### src/rtl/adc_cap_pkg.sv
// adc_cap_pkg -- shared types and constants for the ADC capture controller.
//   cap_state_e : FSM encoding, also exported on the 3-bit debug state port.
//   MAX_CH      : largest supported channel count.
//   CH_IDX_W    : width of a channel index (dout_ch, trig_ch).
package adc_cap_pkg;
  localparam int MAX_CH   = 8;
  localparam int CH_IDX_W = $clog2(MAX_CH);

  typedef enum logic [2:0] {
    ST_IDLE    = 3'd0,
    ST_ARMED   = 3'd1,
    ST_CAPTURE = 3'd2,
    ST_DRAIN   = 3'd3,
    ST_DONE    = 3'd4
  } cap_state_e;
endpackage

### src/rtl/chan_serializer.sv
// chan_serializer -- holds one latched sample set and emits the enabled
// channels one word per cycle in ascending index order.
//   clk/rstn      : clock, async active-low reset
//   clr_i         : drop any pending words
//   load_i        : latch set_i with mask_i (only when busy_o is low)
//   load_last_i   : the set being loaded is the final set of the record
//   stall_i       : hold position, no write this cycle
//   wr_en_o/dout_o/dout_ch_o/last_o : write strobe, sign-extended word,
//                   channel index, final word of record
//   busy_o        : cannot accept a new set at this clock edge
module chan_serializer
  import adc_cap_pkg::*;
#(
  parameter int NUM_CH = 4,
  parameter int ADC_W  = 14,
  parameter int OUT_W  = 16
) (
  input  logic                    clk,
  input  logic                    rstn,
  input  logic                    clr_i,
  input  logic                    load_i,
  input  logic                    load_last_i,
  input  logic [NUM_CH*ADC_W-1:0] set_i,
  input  logic [NUM_CH-1:0]       mask_i,
  input  logic                    stall_i,
  output logic                    wr_en_o,
  output logic [OUT_W-1:0]        dout_o,
  output logic [CH_IDX_W-1:0]     dout_ch_o,
  output logic                    last_o,
  output logic                    busy_o
);
  logic [NUM_CH*ADC_W-1:0] set_q;
  logic [NUM_CH-1:0]       pend_q, pend_d, pick;
  logic                    last_set_q;
  logic [CH_IDX_W-1:0]     cur;
  logic signed [ADC_W-1:0] smp;
  logic                    adv, final_word;

  // Lowest pending channel wins; descending loop leaves the lowest in place.
  always_comb begin
    cur  = '0;
    pick = '0;
    smp  = '0;
    for (int c = NUM_CH-1; c >= 0; c--) begin
      if (pend_q[c]) begin
        cur     = CH_IDX_W'(c);
        pick    = '0;
        pick[c] = 1'b1;
        smp     = set_q[c*ADC_W +: ADC_W];
      end
    end
  end

  assign adv        = (|pend_q) & ~stall_i;
  assign final_word = ((pend_q & ~pick) == '0);
  assign wr_en_o    = adv;
  assign dout_o     = OUT_W'(smp);  // signed cast sign-extends
  assign dout_ch_o  = cur;
  assign last_o     = adv & final_word & last_set_q;
  // A set arriving on the edge that retires the last word is accepted, so a
  // back-to-back stream has no bubble.
  assign busy_o     = (|pend_q) & ~(adv & final_word);

  always_comb begin
    pend_d = pend_q;
    if (clr_i)       pend_d = '0;
    else if (load_i) pend_d = mask_i;
    else if (adv)    pend_d = pend_q & ~pick;
  end

  always_ff @(posedge clk or negedge rstn) begin
    if (!rstn) begin
      set_q      <= '0;
      pend_q     <= '0;
      last_set_q <= 1'b0;
    end else begin
      pend_q <= pend_d;
      if (load_i && !clr_i) begin
        set_q      <= set_i;
        last_set_q <= load_last_i;
      end
    end
  end
endmodule

### src/rtl/mc_capture_ctrl.sv
// mc_capture_ctrl -- multi-channel ADC record capture into a downstream FIFO.
//   clk, rstn            : clock, async active-low reset
//   adc_din/adc_en       : packed samples (ch0 in LSBs) and valid
//   ch_mask/decim/rec_len: record config, latched on start
//   start                : capture request pulse (IDLE only)
//   fifo_rst/full        : downstream FIFO reset-busy and full
//   trig_ch/trig_level   : trigger source and signed threshold
//   wr_en/dout/dout_ch/last : FIFO write port
//   busy/done/overflow/state: status
// Build option: CAP_TRIG_EN -- ARMED waits for a rising threshold crossing on
// trig_ch; without it ARMED lasts one cycle and the trigger ports are unused.
module mc_capture_ctrl
  import adc_cap_pkg::*;
#(
  parameter int NUM_CH = 4,
  parameter int ADC_W  = 14,
  parameter int OUT_W  = 16,
  parameter int LEN_W  = 16
) (
  input  logic                    clk,
  input  logic                    rstn,
  input  logic [NUM_CH*ADC_W-1:0] adc_din,
  input  logic                    adc_en,
  input  logic [NUM_CH-1:0]       ch_mask,
  input  logic [7:0]              decim,
  input  logic [LEN_W-1:0]        rec_len,
  input  logic                    start,
  input  logic                    fifo_rst,
  input  logic                    full,
  input  logic [2:0]              trig_ch,
  input  logic [ADC_W-1:0]        trig_level,
  output logic                    wr_en,
  output logic [OUT_W-1:0]        dout,
  output logic [2:0]              dout_ch,
  output logic                    last,
  output logic                    busy,
  output logic                    done,
  output logic                    overflow,
  output logic [2:0]              state
);
  cap_state_e        state_q;
  logic [NUM_CH-1:0] mask_q;
  logic [7:0]        decim_q, dec_cnt_q, decim_eff, dec_cnt_nxt;
  logic [LEN_W-1:0]  len_q, set_cnt_q;
  logic              done_q, ovf_q;
  logic              abort, cap_slot, trig_hit, ser_load, last_set;
  logic              ser_busy, ser_wr, ser_last;

  assign decim_eff   = (decim_q == 8'd0) ? 8'd1 : decim_q;
  assign dec_cnt_nxt = (dec_cnt_q + 8'd1 == decim_eff) ? 8'd0 : dec_cnt_q + 8'd1;
  assign last_set    = ((set_cnt_q + LEN_W'(1)) == len_q);
  assign abort       = fifo_rst && (state_q == ST_ARMED || state_q == ST_CAPTURE ||
                                    state_q == ST_DRAIN);
  assign cap_slot    = (state_q == ST_CAPTURE) && adc_en && (dec_cnt_q == 8'd0) && !fifo_rst;
  assign ser_load    = trig_hit | (cap_slot & ~ser_busy);

`ifdef CAP_TRIG_EN
  logic [2:0]              trig_ch_q;
  logic signed [ADC_W-1:0] trig_lvl_q, prev_q, trig_smp;
  logic                    prev_vld_q;

  always_comb begin
    trig_smp = '0;
    for (int c = 0; c < NUM_CH; c++)
      if (trig_ch_q == 3'(c)) trig_smp = adc_din[c*ADC_W +: ADC_W];
  end

  assign trig_hit = (state_q == ST_ARMED) && adc_en && !fifo_rst && prev_vld_q &&
                    (prev_q < trig_lvl_q) && (trig_smp >= trig_lvl_q);
`else
  logic unused_trig;
  assign unused_trig = ^{trig_ch, trig_level};
  assign trig_hit    = 1'b0;
`endif

  always_ff @(posedge clk or negedge rstn) begin
    if (!rstn) begin
      state_q   <= ST_IDLE;
      done_q    <= 1'b0;
      ovf_q     <= 1'b0;
      mask_q    <= '0;
      decim_q   <= '0;
      len_q     <= '0;
      dec_cnt_q <= '0;
      set_cnt_q <= '0;
`ifdef CAP_TRIG_EN
      trig_ch_q  <= '0;
      trig_lvl_q <= '0;
      prev_q     <= '0;
      prev_vld_q <= 1'b0;
`endif
    end else begin
      done_q <= 1'b0;
      case (state_q)
        ST_IDLE: if (start && !fifo_rst) begin
          mask_q    <= ch_mask;
          decim_q   <= decim;
          len_q     <= rec_len;
          ovf_q     <= 1'b0;
          set_cnt_q <= '0;
          dec_cnt_q <= '0;
`ifdef CAP_TRIG_EN
          trig_ch_q  <= trig_ch;
          trig_lvl_q <= trig_level;
          prev_vld_q <= 1'b0;
`endif
          if (ch_mask == '0 || rec_len == '0) begin
            state_q <= ST_DONE;
            done_q  <= 1'b1;
          end else begin
            state_q <= ST_ARMED;
          end
        end
        ST_ARMED: if (fifo_rst) state_q <= ST_IDLE;
        else begin
`ifdef CAP_TRIG_EN
          if (adc_en) begin
            prev_q     <= trig_smp;
            prev_vld_q <= 1'b1;
          end
          // The crossing set itself is the first captured set.
          if (trig_hit) begin
            set_cnt_q <= set_cnt_q + LEN_W'(1);
            dec_cnt_q <= dec_cnt_nxt;
            state_q   <= last_set ? ST_DRAIN : ST_CAPTURE;
          end
`else
          state_q <= ST_CAPTURE;
`endif
        end
        ST_CAPTURE: if (fifo_rst) state_q <= ST_IDLE;
        else if (adc_en) begin
          dec_cnt_q <= dec_cnt_nxt;
          if (dec_cnt_q == 8'd0) begin
            if (ser_busy) ovf_q <= 1'b1;  // dropped set is not counted
            else begin
              set_cnt_q <= set_cnt_q + LEN_W'(1);
              if (last_set) state_q <= ST_DRAIN;
            end
          end
        end
        ST_DRAIN: if (fifo_rst) state_q <= ST_IDLE;
        else if (ser_wr && ser_last) begin
          state_q <= ST_DONE;
          done_q  <= 1'b1;
        end
        ST_DONE: state_q <= ST_IDLE;
        default: state_q <= ST_IDLE;
      endcase
    end
  end

  chan_serializer #(.NUM_CH(NUM_CH), .ADC_W(ADC_W), .OUT_W(OUT_W)) u_ser (
    .clk        (clk),
    .rstn       (rstn),
    .clr_i      (abort),
    .load_i     (ser_load),
    .load_last_i(last_set),
    .set_i      (adc_din),
    .mask_i     (mask_q),
    .stall_i    (full | fifo_rst),
    .wr_en_o    (ser_wr),
    .dout_o     (dout),
    .dout_ch_o  (dout_ch),
    .last_o     (ser_last),
    .busy_o     (ser_busy)
  );

  assign wr_en    = ser_wr;
  assign last     = ser_last;
  assign busy     = (state_q != ST_IDLE);
  assign done     = done_q;
  assign overflow = ovf_q;
  assign state    = state_q;
endmodule

### config.mk
export PLATFORM = sky130hd
export DESIGN_NAME = mc_capture_ctrl
export DESIGN_NICKNAME = d
export VERILOG_FILES = /design/src/rtl/adc_cap_pkg.sv /design/src/rtl/chan_serializer.sv /design/src/rtl/mc_capture_ctrl.sv
export SDC_FILE = /design/constraint.sdc
export NUM_CORES = 1
export LEC_CHECK = 0
export ABC_AREA = 1
export CAP_MARGIN = 20
export CORE_MARGIN = 2
export CORE_UTILIZATION = 50
export DETAILED_ROUTE_END_ITERATION = 8
export GPL_TIMING_DRIVEN = 0
export PLACE_DENSITY = 0.88
export REMOVE_ABC_BUFFERS = 1
export SETUP_SLACK_MARGIN = 0.3
export SYNTH_ARGS = -nofsm -noshare
export SYNTH_HDL_FRONTEND = slang
export SYNTH_SLANG_ARGS = --single-unit
export TNS_END_PERCENT = 20
### constraint.sdc
create_clock -name clk -period 4.5 [get_ports clk]
set_input_delay 0.675 -clock clk [delete_from_list [all_inputs] [get_ports clk]]
set_output_delay 0.675 -clock clk [all_outputs]
set_load 0.03 [all_outputs]
# After elaboration in Yosys (flattened, before gate mapping)
# Index checks and enable logic that the tools add are counted.
# op_classes
add_sub_neg	2
multipliers	0
n_div	0
n_lt_le_gt_ge	0
n_eq_ne	16
shifts	0
mux	49
n_bitwise	11
reduce_logical	27
# ops
cell	count
$mux W16	5
$mux W14	4
$mux W8	5
$pmux W16 S2	1
$mux W4	7
$mux W3	9
$reduce_and A6 Y1	3
$add A16 B1 Y16 const B	1
$eq A16 B16 Y1	1
$logic_not A16 Y1	1
$logic_not A8 Y1	2
$pmux W8 S2	1
$pmux W3 S4	1
$mux W2	5
$ne A2 B2 Y1 const B	5
$mux W1	9
$ne A3 B2 Y1 const B	3
$add A8 B1 Y8 const B	1
$eq A8 B8 Y1	1
$logic_not A4 Y1	2
$logic_and A1 B1 Y1	7
$eq A3 B2 Y1 const B	2
$ne A3 B3 Y1 const B	2
$reduce_bool A3 Y1	2
15 further kinds	25
# totals
ff_bits	118
latch_bits	0
ram_bits	0
rom_bits	0
input_bits	107
wordCells	116
memories	0

# Depth between registers and ports, before layout
# depth
depth_word	15
depth_mapped	16
mapped_depth_nobuf	16

# Modules after synthesis
# Synthesis repeated with hierarchy kept, for this count alone.
# unflattened
hier_cells	855
area_unflattened_um2	6289.8
# modules_own_cells
mod	n_inst	cells_per_inst	area_each_um2	seq_area_each_um2
mc_capture_ctrl	1	460	3342.0	1426.4
chan_serializer	1	395	2947.8	1526.5

# Worst setup path before layout
# Ideal clock, no wire load.
# synth_timing
kind	register -> output
startpoint	register u_ser.pend_q[2]
endpoint	output dout[14]
t_arrival_ps	1909
required_ps	3825
slack_ps	1916
path_stages_with_launch	8
n_path_buf	2
cell_sequence	dfrtp_1 buf_2 inv_1 nand3_1 nand2_1 o21ai_0 o21ai_0 buf_4
# synth_between
elab_chain_cells	3
# synth_rtl
item	line	source
start, declared	chan_serializer.sv:33	logic [NUM_CH-1:0] pend_q, pend_d, pick;
start signal, assigned	chan_serializer.sv:77	pend_q <= pend_d;
$mux W14 (3 in series)	chan_serializer.sv:45	if (pend_q[c]) begin
end, declared	mc_capture_ctrl.sv:33	output logic [OUT_W-1:0] dout,
# No other way between the ends.

# Worst setup path in the final report
# layout_timing
startpoint	register u_ser.pend_q[1]
endpoint	output last
# layout_between
elab_chain_cells	7
word_cells_on_any_way	9
cone_classes	2 x mux; 5 x bitwise; 2 x reduce/logical
# layout_rtl
item	line	source
$mux W4 (2 in series)	chan_serializer.sv:45	
$not A4 Y4	chan_serializer.sv:55	assign final_word = ((pend_q & ~pick) == '0);
$and A4 B4 Y4	chan_serializer.sv:55	
$logic_not A4 Y1	chan_serializer.sv:55	
$and A1 B1 Y1 (*) (2 in series)	chan_serializer.sv:59	assign last_o = adv & final_word & last_set_q;
end, declared	mc_capture_ctrl.sv:35	output logic last,
# Mark *: on every way between the ends. The rest lies on a longest branch, timed or not.

==> flow_summary.ini <==
[routing]
vias = 5824
totalWireLength_um = 15820
viasPerCell = 5.309
drc = 0
wl_per_cell_um = 14.42
dr.first_iter.drc_count = 522
ant_nets = 0
dr.pass1.iters = 5

[power]
p_comb_share_pct = 31.9
power_switching_mw = 1.640
swShare_pct = 36.87
leakagePower_nw = 3.819
pwr_density_cell_nw_per_um2 = 558.9
power.internal_mw = 2.808
clkPwrFrac_pct = 29.4
power_frac_seq_pct = 38.8
ir_drop_mv = 0.4478

[placement]
port_buffers = 115
dp_hpwl_um = 10900
place_congestion = 0.8814

[cts]
cts-root-buf = clkbuf_16
clk_path_buf_depth = 2
clk_pin_slew_ps = 60
cts_tree = yes
cts_buffers = 17
clk_latency_ps = 410
ctsResizeCount = 0
clkSinkCount = 118
cts.hold.buffers_added = 0
htree_levels = 4
cts_setup_buffers = 0

[logic_synthesis]
yosysTopAreaCell = dfrtp_1
avgSynthCellArea_um2 = 7.330
synth_top_area_share_pct = 48.48
ys_warn_count = 0
yosysSeqAreaShare_pct = 48.48
synth_cell_types = 32
synthCells = 831
synth_area_leaders = dfrtp_1 48%, nand2_1 23%, o21ai_0 5.7%
ys_seq_elements = 118
synth_area_um2 = 6091

[worst_setup_path]
worst_path_dominant_cell_family = buffers and inverters
worstPathRequired_ps = 3830
cp-end-kind = output pin
critical-path-max-stage-delay_ps = 740
crit_slowest_cell = clkdlybuf4s50_1
reg2reg_slack_ps = 1010
crit_path_cell_trace = inv_2, nand2_1, o21ai_1, nand4_1, nor2_1, clkdlybuf4s50_1
path_buf_inv = 2
worstSetupPathDepth = 6
r2r-start = state[0]
arrival_ps = 2970
rr_endpoint = set_cnt_q[11]
critPathMaxFanout = 17
start_kind = register
crit_type = reg2out
reg2regPathDepth = 10

[global_routing]
grt_pass1_vias = 5698
grt_pass1_wl_um = 26410
overflow = 0
grt_max_degree = 73
track_usage_pct = 25.74
antenna_found_initial = 0

[floorplan]
die_w_um = 114.4
die_y_um = 114.4
start_util_pct = 50.92
core.rowCount = 40
dieArea_um2 = 13080
core-area_um2 = 11960
ioPinCount = 134

[timing]
hold_ws_ps = 191.5
rsz0062_at_grt = false
hold_viol_final = 0
fin_crit_ps = 3647
slew_headroom_pct = 36.26
fin_skew_ps = 8.338
min_period_over_period_pct = 81.05
tightest_slew_ps = 953.8
drv_slew = 0
setup_viol_count_final = 0
fmax_mhz = 274.2
finalSetupTns_ps = 0

[finish]
drive_gt1_share_pct = 5.789
nets = 1047
area.growth.synth_to_final_pct = 30.67
antenna_cells = 0
fillCellCount = 1007
post-route-util_pct = 66.54

[worst_hold_path]
hold_path.class = in2async

[run_status]
status = finished clean

[run]
maxCapViolCount = 0
==> Yosys cell counts (all sizes together) <==
cell	count
ha	3
dfrtp	118
nand4	12
clkbuf	13
buf	20
conb	1
a31oi	2
o21ai	73
xnor2	2
xor2	11
o22ai	9
o41ai	1
a22o	1
nor3	5
inv	62
nor2	47
nand2	371
nand3	56
nor4	5
a21oi	19
==> cells by family (layout without fill, tap and decap cells) <==
kind of cell	Yosys count	in the layout	synth area share, %
other	1	1	0.06157
adders and majority gates	3	3	0.6163
xor gates and xnor gates	13	13	1.869
and+or+nand+nor	496	496	33.30
DFF	118	118	48.48
AOI/OAI and AO/OA	105	105	9.038
buffers and inverters	95	214	6.635
==> power by group through the flow <==
stage / clock, mW / sequential [mW] / combinational, mW
after floorplan: 0 / 1.69 / 0.911
after global placement: 0 / 1.72 / 1.31
after detailed placement: 0 / 1.75 / 1.38
after CTS: 1.32 / 1.74 / 1.39
after global routing: 1.38 / 1.78 / 1.61
final: 1.31 / 1.72 / 1.42
==> sequential cells by signal, summed over array words and instances (netlist names) <==
register / flops
u_ser.set_q: 56
len_q: 16
set_cnt_q: 16
dec_cnt_q: 8
decim_q: 8
mask_q: 4
u_ser.pend_q: 4
state: 3
done: 1
overflow: 1
u_ser.last_set_q: 1
==> worst max-delay path by stage <==
stage	startpoint	end	slack, ps
after floorplan	u_ser.pend_q[2]	dout[13]	860
after global placement	rstn	u_ser.set_q[11]	-1770
after detailed placement	fifo_rst	set_cnt_q[11]	490
after CTS	u_ser.pend_q[2]	dout[13]	830
after global routing	fifo_rst	set_cnt_q[10]	560
final	u_ser.pend_q[1]	last	850
==> final cells by class <==
type | count | area, µm² | area share [%]
sequential | 118 | 2953 | 37.10
multi-input combinational | 618 | 2745 | 34.49
timing repair buffer | 120 | 1270 | 15.96
clock buffer | 18 | 439.2 | 5.518
inverter | 62 | 232.7 | 2.924
tap | 147 | 183.9 | 2.311
clock inverter | 14 | 135.1 | 1.698
==> layout by cell type (no fill, tap or decap), types with 2 or more instances in the layout <==
master,netlist,final
o22ai_1,9,9
nor2_4,2,3
xnor2_1,2,2
xor2_1,11,11
nor4_1,4,4
nor3_1,3,3
a31oi_1,2,2
nand2_1,371,371
nor2_1,43,43
bufinv_16,0,2
dfrtp_1,118,118
clkbuf_16,0,17
a21oi_1,19,19
nand3_1,55,55
buf_16,0,3
clkdlybuf4s50_1,0,114
nand4_1,12,12
o21ai_0,69,69
inv_2,8,8
nor3_4,1,2
clkinv_2,0,6
inv_1,54,54
ha_1,3,3
o21ai_1,3,3
clkinvlp_4,0,6
==> metal layers <==
layer | wire length [µm] | vias to the layer above | track usage [%]
li1 | - | 2869 | -
met1 | 6718 | 2744 | 33.09
met2 | 7846 | 186 | 42.46
met3 | 909 | 25 | 6.194
met4 | 349 | 0 | 9.675
met5 | 0 | - | 0
==> stage by stage <==
stage | power (mW) | instances | cell area (µm²) | worst slack, ps
5_1_grt | 4.766 | 1097 | 7959 | 558.2
2_1_floorplan | 2.604 | 798 | 5919 | 863.8
4_1_cts | 4.453 | 1096 | 7944 | 829.2
6_report | 4.448 | 1097 | 7959 | 852.7
3_5_place_dp | 3.127 | 1064 | 7370 | 485.3
3_3_place_gp | 3.037 | 1060 | 7254 | -1771
Power figures use the tool's default switching activity.
